==> config.mk <==
export PLATFORM = sky130hd
export DESIGN_NAME = ps2_rx
export DESIGN_NICKNAME = d
export VERILOG_FILES = /design/src/rtl/ps2_pkg.sv /design/src/rtl/ps2_filter.sv /design/src/rtl/ps2_rx.sv
export SDC_FILE = /design/constraint.sdc
export NUM_CORES = 1
export LEC_CHECK = 0
export BUFFER_PORTS_ARGS = -buffer_cell sky130_fd_sc_hd__buf_4
export CORE_MARGIN = 2
export CORE_UTILIZATION = 40
export DETAILED_ROUTE_END_ITERATION = 8
export GPL_TIMING_DRIVEN = 0
export MAX_ROUTING_LAYER = met4
export PLACE_DENSITY = 0.59
export SLEW_MARGIN = 0
export SYNTH_ARGS = -nofsm -noshare
export SYNTH_HDL_FRONTEND = slang
export SYNTH_SLANG_ARGS = --single-unit
export TNS_END_PERCENT = 30
==> constraint.sdc <==
create_clock -name clk_bus -period 2.3 [get_ports clk_bus]
set_input_delay 0.69 -clock clk_bus [delete_from_list [all_inputs] [get_ports clk_bus]]
set_output_delay 0.69 -clock clk_bus [all_outputs]
set_load 0.05 [all_outputs]
==> src/rtl/ps2_pkg.sv <==
// Shared definitions for the PS/2 receive path: frame layout, FSM states and
// the frame acceptance check.
package ps2_pkg;

  localparam int PS2_FRAME_BITS = 11;
  localparam int START          = 0;
  localparam int PARITY         = 9;
  localparam int STOP           = 10;

  typedef enum logic [1:0] {
    IDLE  = 2'd0,
    RECV  = 2'd1,
    CHECK = 2'd2
  } ps2_state_e;

  // Start low, odd parity over data[7:0] plus the parity bit, stop high.
  function automatic logic frame_good(input logic [PS2_FRAME_BITS-1:0] f);
    return (f[START] == 1'b0) && (^f[PARITY:1]) && f[STOP];
  endfunction

endpackage

==> src/rtl/ps2_filter.sv <==
// 2-FF synchronizer plus hysteresis filter for the raw PS/2 clock pin.
// Emits the filtered level and a one-cycle pulse on its 1->0 transition.
module ps2_filter
  import ps2_pkg::*;
#(
  parameter int FILTER_LEN = 8
) (
  input  logic clk_bus,
  input  logic nreset,
  input  logic raw,
  output logic level,
  output logic fall
);

  logic [1:0]            sync;
  logic [FILTER_LEN-1:0] hist;
  logic                  all_lo;
  logic                  all_hi;

  assign all_lo = ~|hist;
  assign all_hi = &hist;

  // Everything presets high so leaving reset on an idle bus is edge-free.
  always_ff @(posedge clk_bus or negedge nreset) begin
    if (!nreset) begin
      sync  <= '1;
      hist  <= '1;
      level <= 1'b1;
      fall  <= 1'b0;
    end else begin
      sync <= {sync[0], raw};
      hist <= {hist[FILTER_LEN-2:0], sync[1]};
      fall <= level & all_lo;
      if (all_lo)      level <= 1'b0;
      else if (all_hi) level <= 1'b1;
    end
  end

endmodule

==> src/rtl/ps2_rx.sv <==
// Receive-only PS/2 device-to-host deserializer: captures 11-bit frames on
// filtered clock falls and strobes out good scan-code bytes or an error.
module ps2_rx
  import ps2_pkg::*;
#(
  parameter int FILTER_LEN = 8,
  parameter int TIMEOUT    = 50000
) (
  input  logic       clk_bus,
  input  logic       nreset,
  input  logic       ps2_clk,
  input  logic       ps2_dat,
  output logic [7:0] data,
  output logic       valid,
  output logic       error
);

  localparam logic [19:0] TO_LAST = 20'(TIMEOUT - 1);

  logic                      clk_lvl;
  logic                      clk_fall;
  logic                      fall;
  logic [1:0]                dat_sync;
  logic                      dat;
  ps2_state_e                state;
  logic [3:0]                bit_cnt;
  logic [19:0]               to_cnt;
  logic [PS2_FRAME_BITS-2:0] frame;
  logic [PS2_FRAME_BITS-1:0] frame_n;
  logic                      last_bit;
  logic                      timeout;

  ps2_filter #(.FILTER_LEN(FILTER_LEN)) u_clk_filter (
    .clk_bus (clk_bus),
    .nreset  (nreset),
    .raw     (ps2_clk),
    .level   (clk_lvl),
    .fall    (clk_fall)
  );

  assign fall     = clk_fall & ~clk_lvl;
  assign dat      = dat_sync[1];
  assign frame_n  = {dat, frame};
  assign last_bit = (bit_cnt == 4'(PS2_FRAME_BITS - 1));
  assign timeout  = (state == RECV) && (to_cnt == TO_LAST);

  // The frame is judged on the fall that captures the stop bit, so the
  // strobe and the new byte are both visible during the single CHECK cycle.
  always_ff @(posedge clk_bus or negedge nreset) begin
    if (!nreset) begin
      dat_sync <= '1;
      state    <= IDLE;
      bit_cnt  <= '0;
      to_cnt   <= '0;
      frame    <= '0;
      data     <= '0;
      valid    <= 1'b0;
      error    <= 1'b0;
    end else begin
      dat_sync <= {dat_sync[0], ps2_dat};
      valid    <= 1'b0;
      error    <= 1'b0;
      case (state)
        IDLE: begin
          to_cnt <= '0;
          if (fall && !dat) begin
            frame   <= frame_n[PS2_FRAME_BITS-1:1];
            bit_cnt <= 4'd1;
            state   <= RECV;
          end
        end
        RECV: begin
          if (timeout) begin
            state   <= IDLE;
            error   <= 1'b1;
            to_cnt  <= '0;
            bit_cnt <= '0;
          end else if (fall) begin
            to_cnt  <= '0;
            frame   <= frame_n[PS2_FRAME_BITS-1:1];
            bit_cnt <= bit_cnt + 4'd1;
            if (last_bit) begin
              state <= CHECK;
              if (frame_good(frame_n)) begin
                data  <= frame_n[8:1];
                valid <= 1'b1;
              end else begin
                error <= 1'b1;
              end
            end
          end else begin
            to_cnt <= to_cnt + 20'd1;
          end
        end
        CHECK: begin
          state   <= IDLE;
          bit_cnt <= '0;
          to_cnt  <= '0;
        end
        default: state <= IDLE;
      endcase
    end
  end

endmodule

==> results of run 1 <==
-- cell usage after synthesis (3+ instances only) --
cell type  instances  share of area [%]
a21oi_1            6                1.0
a31oi_1            4               0.86
dfrtp_1           47                 40
dfstp_2           13                 12
ha_1               7                3.0
inv_1             10                1.3
mux2_2            10                3.9
mux2_4            10                5.2
mux2i_1            3                1.0
nand2_1           22                2.8
nand3_1            8                1.4
nand4_1            6                1.3
nor2_1            29                3.7
nor2b_1            3               0.64
nor3_1             9                1.5
o21ai_0            9                1.5
xnor2_1           16                4.8
-- routing by layer --
metal | wire [µm] | share of wire [%]
met1 | 2340 | 47
met2 | 2390 | 48
met3 | 191 | 3.8
met4 | 58 | 1.2
met5 | 0 | 0
-- state kept, by name (all words and copies together), names as in the netlist --
register	count
u_clk_filter.sync	2
frame	10
state	2
u_clk_filter.level	1
error	1
valid	1
u_clk_filter.hist	8
dat_sync	2
to_cnt	20
u_clk_filter.fall	1
data	8
bit_cnt	4
-- metrics by stage --
stage | instance area [µm²] | total power, W | utilization [%]
2_1_floorplan | 2920 | 0.00112 | -
3_3_place_gp | 3140 | 0.00115 | 44.0
3_5_place_dp | 3140 | 0.00115 | 44.0
4_1_cts | 3360 | 0.00222 | 47.1
5_1_grt | 3370 | 0.00228 | 47.2
6_report | 3370 | 0.00219 | 47.2
-- how the worst max path moves through the flow --
stage,startpoint,to,cells past startpoint
2_1_floorplan,to_cnt[0]$_DFFE_PN0P_,frame[0]$_DFFE_PN0P_,8
6_report,to_cnt[0]$_DFFE_PN0P_,frame[2]$_DFFE_PN0P_,8
4_1_cts,bit_cnt[0]$_DFFE_PN0P_,data[0]$_DFFE_PN0P_,7
3_3_place_gp,bit_cnt[0]$_DFFE_PN0P_,data[5]$_DFFE_PN0P_,7
5_1_grt,to_cnt[0]$_DFFE_PN0P_,frame[1]$_DFFE_PN0P_,8
3_5_place_dp,bit_cnt[0]$_DFFE_PN0P_,data[0]$_DFFE_PN0P_,7
-- what timing repair did --
action / in CTS / in global routing
setup buffers: 0 / 0
hold buffers: 0 / 0
endpoints found under the setup margin: 0 / 8
gates resized for setup: 0 / 1
-- where the power goes --
group	switching [W]	leakage (nW)	internal [W]
clock network	0.000415	0.113	0.000639
logic	0.0000284	0.537	0.0000109
registers	0.0000110	0.793	0.00108
total	0.000455	1.44	0.00173
-- cells in the final DEF, fill, tap and decap left out, types with 3 or more instances in the layout --
cell type	n
nor3_1	8
dfrtp_1	47
clkbuf_8	10
mux2_2	10
dfstp_2	13
a31oi_1	4
xnor2_1	16
o21ai_0	9
mux2i_1	3
nand2_1	22
nand3_1	8
buf_4	14
ha_1	7
a21oi_1	6
nand4_1	6
mux2_4	10
nor2b_1	3
nor2_1	29
inv_1	10
-- final cells by class --
type / instances / share of cell area (%)
well taps: 99 / 3.68
flip-flops and latches: 60 / 45.1
clock inverters: 6 / 2.57
inverters: 10 / 1.12
clock buffers: 10 / 4.09
plain buffers: 7 / 1.45
multi-input cells: 178 / 39.1
repair buffers: 13 / 2.90
-- logic make-up after synthesis --
group                      after synthesis  share of synthesized area, %
and+or+nand+nor                        100                          19.0
xor gates and xnor gates                19                          6.44
AOI/OAI and AO/OA                       29                          6.52
adders and majority gates                7                          3.00
buffers and inverters                   17                          2.96
muxes                                   23                          10.0
DFF                                     60                          52.1
==> metrics.txt, run 1 <==
row count=31; CORE AREA=0.00714 mm²; #FFs+latches synth=60; H-Tree Level Count=3; antenna violations before repair=0; Final setup violation count=0; DR pass1 iterations=4; CTS Root Cell=clkbuf_8; Critical R2R Launch=to_cnt[0]$_DFFE_PN0P_; Max Clk Rate=0.455 GHz; post-layout min period=2.20 ns; TritonCTS clock tree=built; # clock sinks=60; mapped cell area=0.00292 mm²; Startpoint Class=register; WP data required=2.52 ns; R2R setup slack=0.10 ns; post-DP HPWL=3400 µm; crit share post-route=95.6%; Clk Latency, worst-skew pair=0.33 ns; largest delay contributor family on the critical path=simple AND/OR/NAND/NOR gates; crit-path cells=ha_1 -> and3_1 -> clkbuf_2 -> and4_4 -> nand3_4 -> nor3b_2 -> buf_6 -> mux2_4; Synth Instances=255; R2R cell count=8; # DRC=0; Min Hold Slack=0.355 ns; DR iter-0 viols=59; r2r endpoint=frame[2]$_DFFE_PN0P_; Slew headroom=51.0%; area of the multi-input gates=0.00132 mm²; DIE AREA=0.00799 mm²; met2 Resource Use GR=23.0%; Sequential Area=0.00152 mm²; Top Usage Layer GRT=met2; fin. max-slew vios=0; total track usage=14.7%; Avg Vias per Cell=4.97; Worst-path clk slew=0.07 ns; max-cap violations=0; Fillers=674; initial core utilization=40.8%; setup ws final=0.100 ns; layout cells sized above 1=27.8%; Die X-Extent=89.4 µm; P per Cell Area=649 mW/mm²; Pleak=1.44 nW; RSZ-0062 raised after global routing=false; Area Growth Syn to Fin=15.5%; clock skew=0.00624 ns; crit-path max FO=10; endpoint of the worst hold path=u_clk_filter.hist[0]$_DFF_PN1_; Max clock buf depth=2; Crit. End Element=register; Fin Setup TNS=0 ns; WL final=4980 µm; worst path arrival time=2.42 ns; Fin. Hold Viols=0; Final Wtd Congestion=0.767; synth warn=0; vias in the first global route=1898; Hold Path Origin=u_clk_filter.sync[1]$_DFF_PN1_; total number of vias=1904; Global Route met1 Usage=17.7%; maximum vdd drop=566 µV; IO Count=14; worst setup path category=reg2reg; fin nets=290; Syn Nets=266; post-route ant nets=0; post-synth cell types=51; Overflow after GRT=0; first-pass GRT wire length=8610 µm; Buf/Inv on CP=2; Async SR Flop Fraction=100%; Min-Delay Path Class=reg2reg; die boundary height=89.4 µm; status=complete, no violations; WL per Instance=13.0 µm; sequential share of the synthesized area=52.1%; worst hold stages=0; final std cells w/o fill=383; ys flop type=dfrtp_1; TritonCTS buffer count=9; Placed Cells=367; CP peak stage delay=0.42 ns; Ant. Diodes=0; M3 GR Usage=5.54%; pre-CTS setup slack=0.0889 ns; Worst-Margin Slew=0.735 ns; Mean Syn Cell Area=11.4 µm²; CP max stage cell=dfrtp_1; Buffers on Ports=13; Post-synth EDFFs=0; largest net degree at the start of global routing=61
No activity file was read; power rests on OpenSTA's default activity.
==> inputs of run 2 (changes only) <==
Settings changed: CORE_UTILIZATION 40 to 60, MAX_ROUTING_LAYER met4 to default, PLACE_DENSITY 0.59 to 0.81.
==> metrics.txt, run 2 (synthesized netlist as in run 1, its figures left out) <==
Hold Path Origin=u_clk_filter.sync[1]$_DFF_PN1_; Worst-Margin Slew=0.727 ns (-0.00891 ns); largest net degree at the start of global routing=61 (unchanged); P per Cell Area=655 mW/mm² (+0.88%); Startpoint Class=register; switching share of power=20.2% (-0.60 points); WP data required=2.53 ns (about the same); Ant. Diodes=0 (unchanged); Final setup violation count=0 (unchanged); Min Hold Slack=0.355 ns (-0.0000690 ns); R2R setup slack=0.12 ns (+0.02 ns); fin nets=290 (unchanged); commonest non-fill, non-tap cells in the layout=dfrtp_1, nor2_1, nand2_1; crit-path max FO=10 (unchanged); Worst-path clk slew=0.06 ns (about the same); layout cells sized above 1=27.5% (-0.35 points); # clock sinks=60 (unchanged); Max Clk Rate=0.458 GHz (+0.77%); initial core utilization=62.1% (+21 points); NetSw=0.000437 W (-3.9%); max reg flops=20 (unchanged); H-Tree Level Count=3 (unchanged); total track usage=21.9% (+7.2 points); DIE AREA=0.00543 mm² (-32%); Slew headroom=51.6% (+0.59 points); logic gate share of total power=1.8% (about the same); status=complete, no violations; vias in the first global route=1928 (+1.6%); worst path arrival time=2.41 ns (about the same); worst setup path category=reg2reg; CORE AREA=0.00469 mm² (-34%); die boundary height=73.7 µm (-18%); WL per Instance=15.2 µm (+17%); antenna violations before repair=0 (unchanged); post-DP HPWL=3400 µm (-0.21%); IO Count=14 (unchanged); # DRC=0 (unchanged); Area Growth Syn to Fin=13.3%; Min-Delay Path Class=reg2reg; most common cell after layout, fill and taps aside=dfrtp_1; R2R cell count=8 (unchanged); Die X-Extent=73.7 µm (-18%); Avg Vias per Cell=5.78 (+16%); Fillers=330 (-51%); Pleak=1.44 nW (about the same); RSZ-0062 raised after global routing=false; DR iter-0 viols=124 (+110%); crit share post-route=94.9% (-0.73 points); WL final=5140 µm (+3.2%); Final Wtd Congestion=0.801 (+4.4%); Crit. End Element=register; max-cap violations=0 (unchanged); Overflow after GRT=0 (unchanged); total number of vias=1952 (+2.5%); TritonCTS buffer count=9 (unchanged); Buffers on Ports=13 (unchanged); first-pass GRT wire length=8780 µm (+1.9%); DR pass1 iterations=4 (unchanged); r2r endpoint=frame[6]$_DFFE_PN0P_; Fin Setup TNS=0 ns (unchanged); Clk Latency, worst-skew pair=0.34 ns (about the same); post-CTS setup buffers=0 (unchanged); sequential power share=50.5% (+0.6 points); Critical R2R Launch=to_cnt[0]$_DFFE_PN0P_; Top reg by flops=to_cnt; worst hold stages=0 (unchanged); post-layout min period=2.18 ns (-0.0169 ns); CTS Root Cell=clkbuf_8; maximum vdd drop=470 µV (-17%); row count=25 (-19%); Fin. Hold Viols=0 (unchanged); post-route ant nets=0 (unchanged); Top Registers=to_cnt: 20 flops, frame: 10 flops; fin. max-slew vios=0 (unchanged); Max clock buf depth=2 (unchanged); Internal Pwr Total=0.00173 W (-0.29%); TritonCTS clock tree=built; endpoint of the worst hold path=u_clk_filter.hist[0]$_DFF_PN1_; clock group share of total power=47.7% (-0.6 points); clock skew=0.00726 ns (+0.00102 ns)
-- run 2: cell types whose count changed in the layout (fill, tap and decap cells not counted), sizes merged --
| cell | delta |
|---|---|
| clkinv | +1 |
| inv | -1 |
| clkbuf | +1 |
| clkinvlp | -1 |
-- run 2: final cells by class --
cell class | count | area, µm² | share of cell area (%)
inverter | 10 | 37.5 | 1.14
timing repair buffer | 13 | 97.6 | 2.96
buffer | 7 | 48.8 | 1.48
sequential | 60 | 1520 | 46.0
tap | 54 | 67.6 | 2.05
clock inverter | 5 | 75.1 | 2.27
clock buffer | 11 | 141 | 4.28
multi-input combinational | 178 | 1320 | 39.9
-- run 2: critical path, stage by stage, from the launching register on --
cell and delay (ns):
dfrtp_1 0.41, ha_1 0.23, and3_1 0.18, clkbuf_2 0.16
and4_4 0.22, nand3_4 0.11, nor3b_2 0.23, buf_6 0.21
mux2_4 0.32
-- run 2: what timing repair did --
action	in CTS	in global routing
hold buffers	0	0
endpoints found under the setup margin	0	8
gates resized for setup	0	1
-- run 2: layer usage --
| metal | global-route usage (%) | vias up | share of wire, % |
|---|---|---|---|
| li1 | - | 935 | - |
| met1 | 27.0 | 964 | 45 |
| met2 | 33.7 | 38 | 49 |
| met3 | 5.49 | 15 | 2.8 |
| met4 | 14.7 | 0 | 2.8 |
| met5 | 0 | - | 0 |
-- run 2: worst max path at each step --
stage	from	endpoint	cells after the start
final	to_cnt[0]$_DFFE_PN0P_	frame[6]$_DFFE_PN0P_	8
after global routing	state[1]$_DFFE_PN0P_	to_cnt[17]$_DFFE_PN0P_	6
after floorplan	to_cnt[0]$_DFFE_PN0P_	frame[0]$_DFFE_PN0P_	8
after detailed placement	bit_cnt[0]$_DFFE_PN0P_	data[6]$_DFFE_PN0P_	7
after global placement	bit_cnt[0]$_DFFE_PN0P_	data[5]$_DFFE_PN0P_	7
after CTS	bit_cnt[0]$_DFFE_PN0P_	data[4]$_DFFE_PN0P_	7
-- run 2: per-stage QoR --
step                instance area, µm²  utilization, %  std cells  power [W]  worst slack (ns)
CTS                               3300            70.3        338    0.00218            0.0936
global route                      3300            70.4        338    0.00225            0.0144
finish                            3300            70.4        338    0.00216             0.117
global placement                  3080            65.7        322    0.00115             0.127
floorplan                         2920               -        255    0.00112             0.321
detailed placement                3080            65.7        322    0.00115             0.138
-- run 2: power by group through the flow --
stage / logic [W] / registers, W / clock network, W
2_1_floorplan: 0.0000145 / 0.00111 / 0
3_3_place_gp: 0.0000402 / 0.00111 / 0
3_5_place_dp: 0.0000410 / 0.00111 / 0
4_1_cts: 0.0000411 / 0.00109 / 0.00105
5_1_grt: 0.0000468 / 0.00109 / 0.00111
6_report: 0.0000395 / 0.00109 / 0.00103
